[src/rtl/line_fill_ctrl_pkg.sv]
// Shared types for the line fill path: LC-3b word/line types and the fill FSM state encoding.
package line_fill_ctrl_pkg;

  localparam int unsigned LINE_WORDS = 8;

  typedef logic [15:0]                lc3b_word;
  typedef logic [LINE_WORDS*16-1:0]   lc3b_line;

  typedef enum logic [1:0] {
    IDLE  = 2'd0,
    FILL  = 2'd1,
    DRAIN = 2'd2,
    RESP  = 2'd3
  } fill_state_t;

endpackage

[src/rtl/line_fill_ctrl_asm_reg.sv]
// Line assembly register: WORDS slots of WIDTH bits, each with its own write enable.
module line_asm_reg #(
  parameter int unsigned WIDTH = 16,
  parameter int unsigned WORDS = 8
) (
  input  logic                   clk,
  input  logic                   rst,
  input  logic [WORDS-1:0]       we,
  input  logic [WIDTH-1:0]       wdata,
  output logic [WIDTH*WORDS-1:0] line
);

  always_ff @(posedge clk) begin
    if (rst) begin
      line <= '0;
    end else begin
      for (int unsigned k = 0; k < WORDS; k++) begin
        if (we[k]) line[WIDTH*k +: WIDTH] <= wdata;
      end
    end
  end

endmodule

[src/rtl/line_fill_ctrl.sv]
// Fills one cache line from a registered-read word array, critical word first, and returns it
// over a valid/ready port.
module line_fill_ctrl
  import line_fill_ctrl_pkg::*;
#(
  parameter int unsigned WIDTH  = $bits(lc3b_word),
  parameter int unsigned WORDS  = LINE_WORDS,
  parameter int unsigned ADDR_W = 5
) (
  input  logic                   clk,
  input  logic                   rst,
  input  logic                   req_valid,
  output logic                   req_ready,
  input  logic [ADDR_W-1:0]      req_addr,
  output logic                   resp_valid,
  input  logic                   resp_ready,
  output logic [WIDTH*WORDS-1:0] resp_line,
  output logic                   arr_read,
  output logic [ADDR_W-1:0]      arr_index,
  input  logic [WIDTH-1:0]       arr_data
);

  localparam int unsigned OFF_W = $clog2(WORDS);

  fill_state_t             state, state_nxt;
  logic [ADDR_W-OFF_W-1:0] base;
  logic [OFF_W-1:0]        offset;
  logic [OFF_W-1:0]        issue_cnt;
  logic                    cap;
  logic [OFF_W-1:0]        slot;
  logic [WORDS-1:0]        slot_we;

  always_ff @(posedge clk) begin
    if (rst) begin
      state     <= IDLE;
      base      <= '0;
      offset    <= '0;
      issue_cnt <= '0;
    end else begin
      state <= state_nxt;
      case (state)
        IDLE: begin
          if (req_valid) begin
            base      <= req_addr[ADDR_W-1:OFF_W];
            offset    <= req_addr[OFF_W-1:0];
            issue_cnt <= '0;
          end
        end
        FILL: begin
          offset    <= offset + 1'b1;
          issue_cnt <= issue_cnt + 1'b1;
        end
        default: ;
      endcase
    end
  end

  // Data returns one cycle after its strobe, so the slot is always the previously issued offset.
  always_comb begin
    state_nxt  = state;
    req_ready  = 1'b0;
    resp_valid = 1'b0;
    arr_read   = 1'b0;
    cap        = 1'b0;
    case (state)
      IDLE: begin
        req_ready = 1'b1;
        if (req_valid) state_nxt = FILL;
      end
      FILL: begin
        arr_read = 1'b1;
        cap      = (issue_cnt != '0);
        if (issue_cnt == OFF_W'(WORDS-1)) state_nxt = DRAIN;
      end
      DRAIN: begin
        cap       = 1'b1;
        state_nxt = RESP;
      end
      RESP: begin
        resp_valid = 1'b1;
        if (resp_ready) state_nxt = IDLE;
      end
      default: state_nxt = IDLE;
    endcase
    slot    = offset - 1'b1;
    slot_we = cap ? (WORDS'(1) << slot) : '0;
  end

  assign arr_index = {base, offset};

  line_asm_reg #(
    .WIDTH (WIDTH),
    .WORDS (WORDS)
  ) u_asm (
    .clk   (clk),
    .rst   (rst),
    .we    (slot_we),
    .wdata (arr_data),
    .line  (resp_line)
  );

endmodule
[config.mk]
export PLATFORM = sky130hd
export DESIGN_NAME = line_fill_ctrl
export DESIGN_NICKNAME = d
export VERILOG_FILES = /design/src/rtl/line_fill_ctrl_pkg.sv /design/src/rtl/line_fill_ctrl_asm_reg.sv /design/src/rtl/line_fill_ctrl.sv
export SDC_FILE = /design/constraint.sdc
export NUM_CORES = 1
export LEC_CHECK = 0
export CAP_MARGIN = 30
export CORE_MARGIN = 8
export CORE_UTILIZATION = 51
export CTS_CLUSTER_SIZE = 10
export DETAILED_ROUTE_END_ITERATION = 8
export PLACE_DENSITY = 0.85
export REMOVE_ABC_BUFFERS = 1
export SKIP_LAST_GASP = 1
export SLEW_MARGIN = 0
export SYNTH_ARGS = -nofsm -noshare
export SYNTH_HDL_FRONTEND = slang
export SYNTH_HIERARCHICAL = 1
export SYNTH_SLANG_ARGS = --single-unit
[constraint.sdc]
create_clock -name clk -period 5.6 [get_ports clk]
set_clock_uncertainty 0.15 [all_clocks]
set_input_delay 1.68 -clock clk [delete_from_list [all_inputs] [get_ports clk]]
set_output_delay 1.68 -clock clk [all_outputs]
set_load 0.05 [all_outputs]
### Yosys cells after proc, flatten, opt, wreduce, memory -nomap -nowiden

Index checks and enable logic that the tools add are counted.
W data, S select, Z words.

| storage, ports and cells | value |
|---|---|
| bits in registers | 138 |
| input bits | 25 |

| operators by class | value |
|---|---|
| add/subtract/negate cells | 3 |
| equal/unequal tests | 7 |
| shifts and indexed selects | 1 |
| mux-type cells | 13 |
| reduce and logical (&&, ||, !) cells | 6 |

Operator list:

| cell | number |
|---|---|
| $pmux W3 S2 | 2 |
| $mux W8 | 1 |
| $pmux W2 S4 | 1 |
| $shl A1 B3 Y8 const A | 1 |
| $add A3 B1 Y3 const B | 2 |
| $mux W2 | 3 |
| $mux W3 | 2 |
| $ne A2 B2 Y1 const B | 3 |
| $eq A2 B2 Y1 const B | 2 |
| $reduce_and A2 Y1 | 2 |
| $eq A3 B3 Y1 const B | 1 |
| $mux W1 | 3 |
| $reduce_and A3 Y1 | 1 |
| $reduce_bool A3 Y1 | 1 |
| $sub A3 B1 Y3 const B | 1 |
| $eq A2 B1 Y1 const B | 1 |
| $logic_not A2 Y1 | 1 |
| $pmux W1 S2 | 1 |
| $reduce_bool A2 Y1 | 1 |

### Depth between registers and ports, before layout

| depth | value |
|---|---|
| depth after elaboration | 3 |
| depth in mapped cells | 9 |

### Modules after synthesis

Netlist, hierarchy kept.

Modules (own cells, without submodules):

| module | times used | cells each | area each (um^2) | seq. area each (um^2) |
|---|---|---|---|---|
| line_asm_reg | 1 | 430 | 4787.1 | 2562.5 |
| line_fill_ctrl | 1 | 82 | 744.5 | 200.2 |

### Least setup slack after synthesis

No wires, ideal clock.

| timing | value |
|---|---|
| path type | flip-flop to output port |
| start point | reg state[0] |
| end point | out req_ready |
| arrival time | 962 ps |
| data required time | 3770 ps |
| path slack | 2808 ps |
| cell stages (with the launch flop) | 3 |
| buffers on the path | 0 |
| path through | dfxtp_1 inv_1 ha_1 |

| on the way | value |
|---|---|
| cells in the longest elaborated chain, start to end | 2 |

Ends and longest elaborated chain:

| what | RTL line | text |
|---|---|---|
| start, declared | line_fill_ctrl.sv:25 | `fill_state_t state, state_nxt;` |
| start signal, assigned | line_fill_ctrl.sv:40 | `state <= state_nxt;` |
| $logic_not A2 Y1 | line_fill_ctrl.sv:65 | `case (state)` |
| $mux W1 | line_fill_ctrl.sv:65 |  |
| end, declared | line_fill_ctrl.sv:13 | `output logic req_ready,` |

No other way between the ends.

### Worst setup path after layout

| timing | value |
|---|---|
| start point | reg state[1] |
| end point | out arr_read |

| on the way | value |
|---|---|
| cells in the longest elaborated chain, start to end | 2 |

Ends and longest elaborated chain:

| what | RTL line | text |
|---|---|---|
| $eq A2 B1 Y1 | line_fill_ctrl.sv:65 |  |
| $mux W1 | line_fill_ctrl.sv:65 |  |
| end, declared | line_fill_ctrl.sv:18 | `output logic arr_read,` |

No other way between the ends.

==> reports/qor_table.md <==
| Parameter | Value | Unit |
| --- | --- | --- |
| Final critical-path setup slack | 1440 | ps |
| Placeable core region | 0.0107 | mm² |
| Sequential share of the synthesized area | 49.9 | % |
| Die boundary width | 120 | µm |
| Biggest area contributors in the synthesized netlist | dfxtp_1 (50%), mux2i_1 (23%), nor2_1 (8.9%) | - |
| Global-route wire length before repair | 23.0 | mm |
| Setup-violating endpoint count in the final report | 0 | - |
| Die Y-Extent | 120 | µm |
| Final critical-path share of the clock period | 74.2 | % |
| Initial antenna violation count | 0 | - |
| Worst setup slack for register-to-register paths | 2760 | ps |
| Overflow after GRT | 0 | - |
| Final ANT Viol Nets | 0 | - |
| Critical Path Fanout Max | 14 | - |
| Number of max-cap violations | 0 | - |
| Root buffer selected by CTS | clkbuf_8 | - |
| Post-placement worst setup slack | 1990 | ps |
| Worst reg2reg startpoint | state[1] | - |
| Count of final max-slew check failures | 0 | - |
| Count of cells resized by post-cts repair | 0 | - |
| Cell count after synthesis | 512 | - |
| Final layout net count | 690 | - |
| Routability-driven placement congestion ratio | 0.775 | - |
| Post-layout min period | 4160 | ps |
| Critical path required time | 3770 | ps |
| Postcts setup bufs | 0 | - |
| Worst Setup Path Type | flip-flop to output pin | - |
| Peak clock frequency supported by timing | 0.241 | GHz |
| Crit path DAT | 2330 | ps |
| Area share of the leading cell type in the synthesized netlist | 49.9 | % |
| CTS tree | yes | - |
| Nature of the critical path endpoint | output pin | - |
| HPWL after detailed placement | 10.0 | mm |
| Total negative setup slack | 0 | ps |
| Tot Pwr | 2780 | µW |
| Vias after detailed routing | 4,044 | - |
| Antenna cell count | 0 | - |
| Leakage component of the power | 0.00267 | µW |
| Register bit total from synthesis | 138 | - |
| Register-to-Register Path Depth | 7 | - |
| CTS buffer count | 17 | - |
| Crit path launch type | flip-flop | - |
| Remaining routing DRC violations | 0 | - |
| H-tree lvl count | 4 | - |
| Total routed wirelength | 14.6 | mm |
| Pin slew with the least headroom to its limit | 944 | ps |
| Count of cell types in the netlist | 29 | - |
| Synth area leader | dfxtp_1 | - |
| FP Rows | 38 | - |
| Starting utilization of the core area | 51.7 | % |
| Insertion delay of the later-clocked pin in the worst-skew pair | 510 | ps |
| Worst hold path endpoint | base[1] | - |
| Terminus of the critical flop-to-flop path | u_asm/line[119] | - |
| Quantity of I/O buffers inserted on ports | 160 | - |
| Syn-to-layout area delta | 36.3 | % |
| Post-synthesis instance area | 0.00553 | mm² |
| Number of top-level pins | 161 | - |
| Power per cell area | 369 | mW/mm² |
| Vias in the first global route | 4,255 | - |
| Most frequent standard cell in the layout excluding fill and tap cells | clkdlybuf4s50_1 | - |
| Pin count of the biggest net entering global routing | 95 | - |
| Hold Path Cell Cnt | 2 | - |
| Fraction of layout cells with a size suffix above 1 | 6.33 | % |
| Drt first-iter violations | 141 | - |
| Max Buffers Root-to-Sink | 2 | - |
| Number of detailed-routing iterations run before antenna repair | 4 | - |
| Routed via count divided by cell count | 5.04 | - |
| Worst slew margin relative to its limit | 37.0 | % |
| GR Util All Layers | 20.0 | % |
| Clock slew at reported path FFs | 60 | ps |
| Final hold violation count | 0 | - |
| Top library cells by usage in the layout, fill and taps aside | clkdlybuf4s50_1 (159), dfxtp_1 (138), nor2_1 (131) | - |
| Mean instance size in the synthesized netlist | 10.8 | µm² |
| Worst supply voltage drop on vdd | 0.243 | mV |
| Synth Warn # | 6 | - |
| Count of clock tree sinks | 138 | - |
| Status | finished, final reports clean | - |
| HP Start | base[1] | - |
| RSZ-0062 raised after global routing | no | - |
| Full die area | 0.0144 | mm² |
| Routed len/inst | 18.2 | µm |
| Worst min-delay path category | flip-flop to flip-flop | - |
| Count of hold-fix buffers inserted at cts | 0 | - |
through the flow:
stage               hold WS [ps]  std cells  util [%]  cell area [µm²]
global placement             294        772      64.4             6890
finish                       317        803      70.5             7540
detailed placement           308        773      64.6             6910
CTS                          317        803      70.5             7540
global route                 350        803      70.5             7540
floorplan                    293        464         -             5060
worst max-delay path, cell delays in order (launching register included):
cell and delay [ps]:
dfxtp_1 340, inv_1 90, ha_1 470, clkdlybuf4s50_1 910
power breakdown:
group / switching [µW] / internal, µW / leakage, µW
registers: 33.8 / 1020 / 0.00111
clock network: 425 / 768 / 0.000305
logic: 341 / 190 / 0.00125
cell type report:
class,count,area [µm²]
Clock buffer,17,414
Fill cell,800,3160
Sequential cell,138,2760
Inverter,7,26.3
Timing Repair Buffer,169,1670
Clock inverter,13,215
Multi-Input combinational cell,319,2270
Tap cell,140,175
cell usage after synthesis, drive strengths merged:
library cell,instances
o21ai,2
nand2,6
xnor2,1
or4,1
inv,7
buf,42
nand3,3
a21o,1
a32oi,2
a21oi,5
nand2b,2
xor2,1
nor2,131
or2b,1
a211oi,2
mux2i,130
nand3b,1
clkbuf,6
ha,13
o211a,1
nor2b,6
o311a,1
dfxtp,138
and4b,8
nor3,1
sequential cells by signal, indices dropped and copies added, names as in the netlist:
register    flops
base            2
issue_cnt       3
offset          3
state           2
u_asm/line    128
worst max-delay path by stage:
stage	endpoint	slack (ps)	cells past startpoint	from
2_1_floorplan	arr_read	2720	2	state[1]
3_3_place_gp	arr_read	2050	3	state[1]
3_5_place_dp	arr_read	1990	3	state[1]
4_1_cts	arr_read	1430	3	state[1]
5_1_grt	arr_read	1350	3	state[1]
6_report	arr_read	1440	3	state[1]
cells by family (layout without fill, tap and decap cells):
| kind of cell | Yosys count | after routing | share of synthesized area [%] |
|---|---|---|---|
| buffers and inverters | 55 | 206 | 9.00 |
| XOR/XNOR | 2 | 2 | 0.317 |
| AND/OR/NAND/NOR | 160 | 160 | 12.4 |
| adder cells (fa/ha/maj) | 13 | 13 | 2.94 |
| flip-flops | 138 | 138 | 49.9 |
| AO/OA/AOI/OAI | 14 | 14 | 1.79 |
| multiplexers | 130 | 130 | 23.6 |
metal layers:
layer,track usage (%),vias to the layer above,wire [µm]
li1,-,1970,-
met1,22.5,1956,6210
met2,34.1,111,7230
met3,8.31,7,1100
met4,5.78,0,112
met5,0,-,0
(Power assumes the default switching activity.)
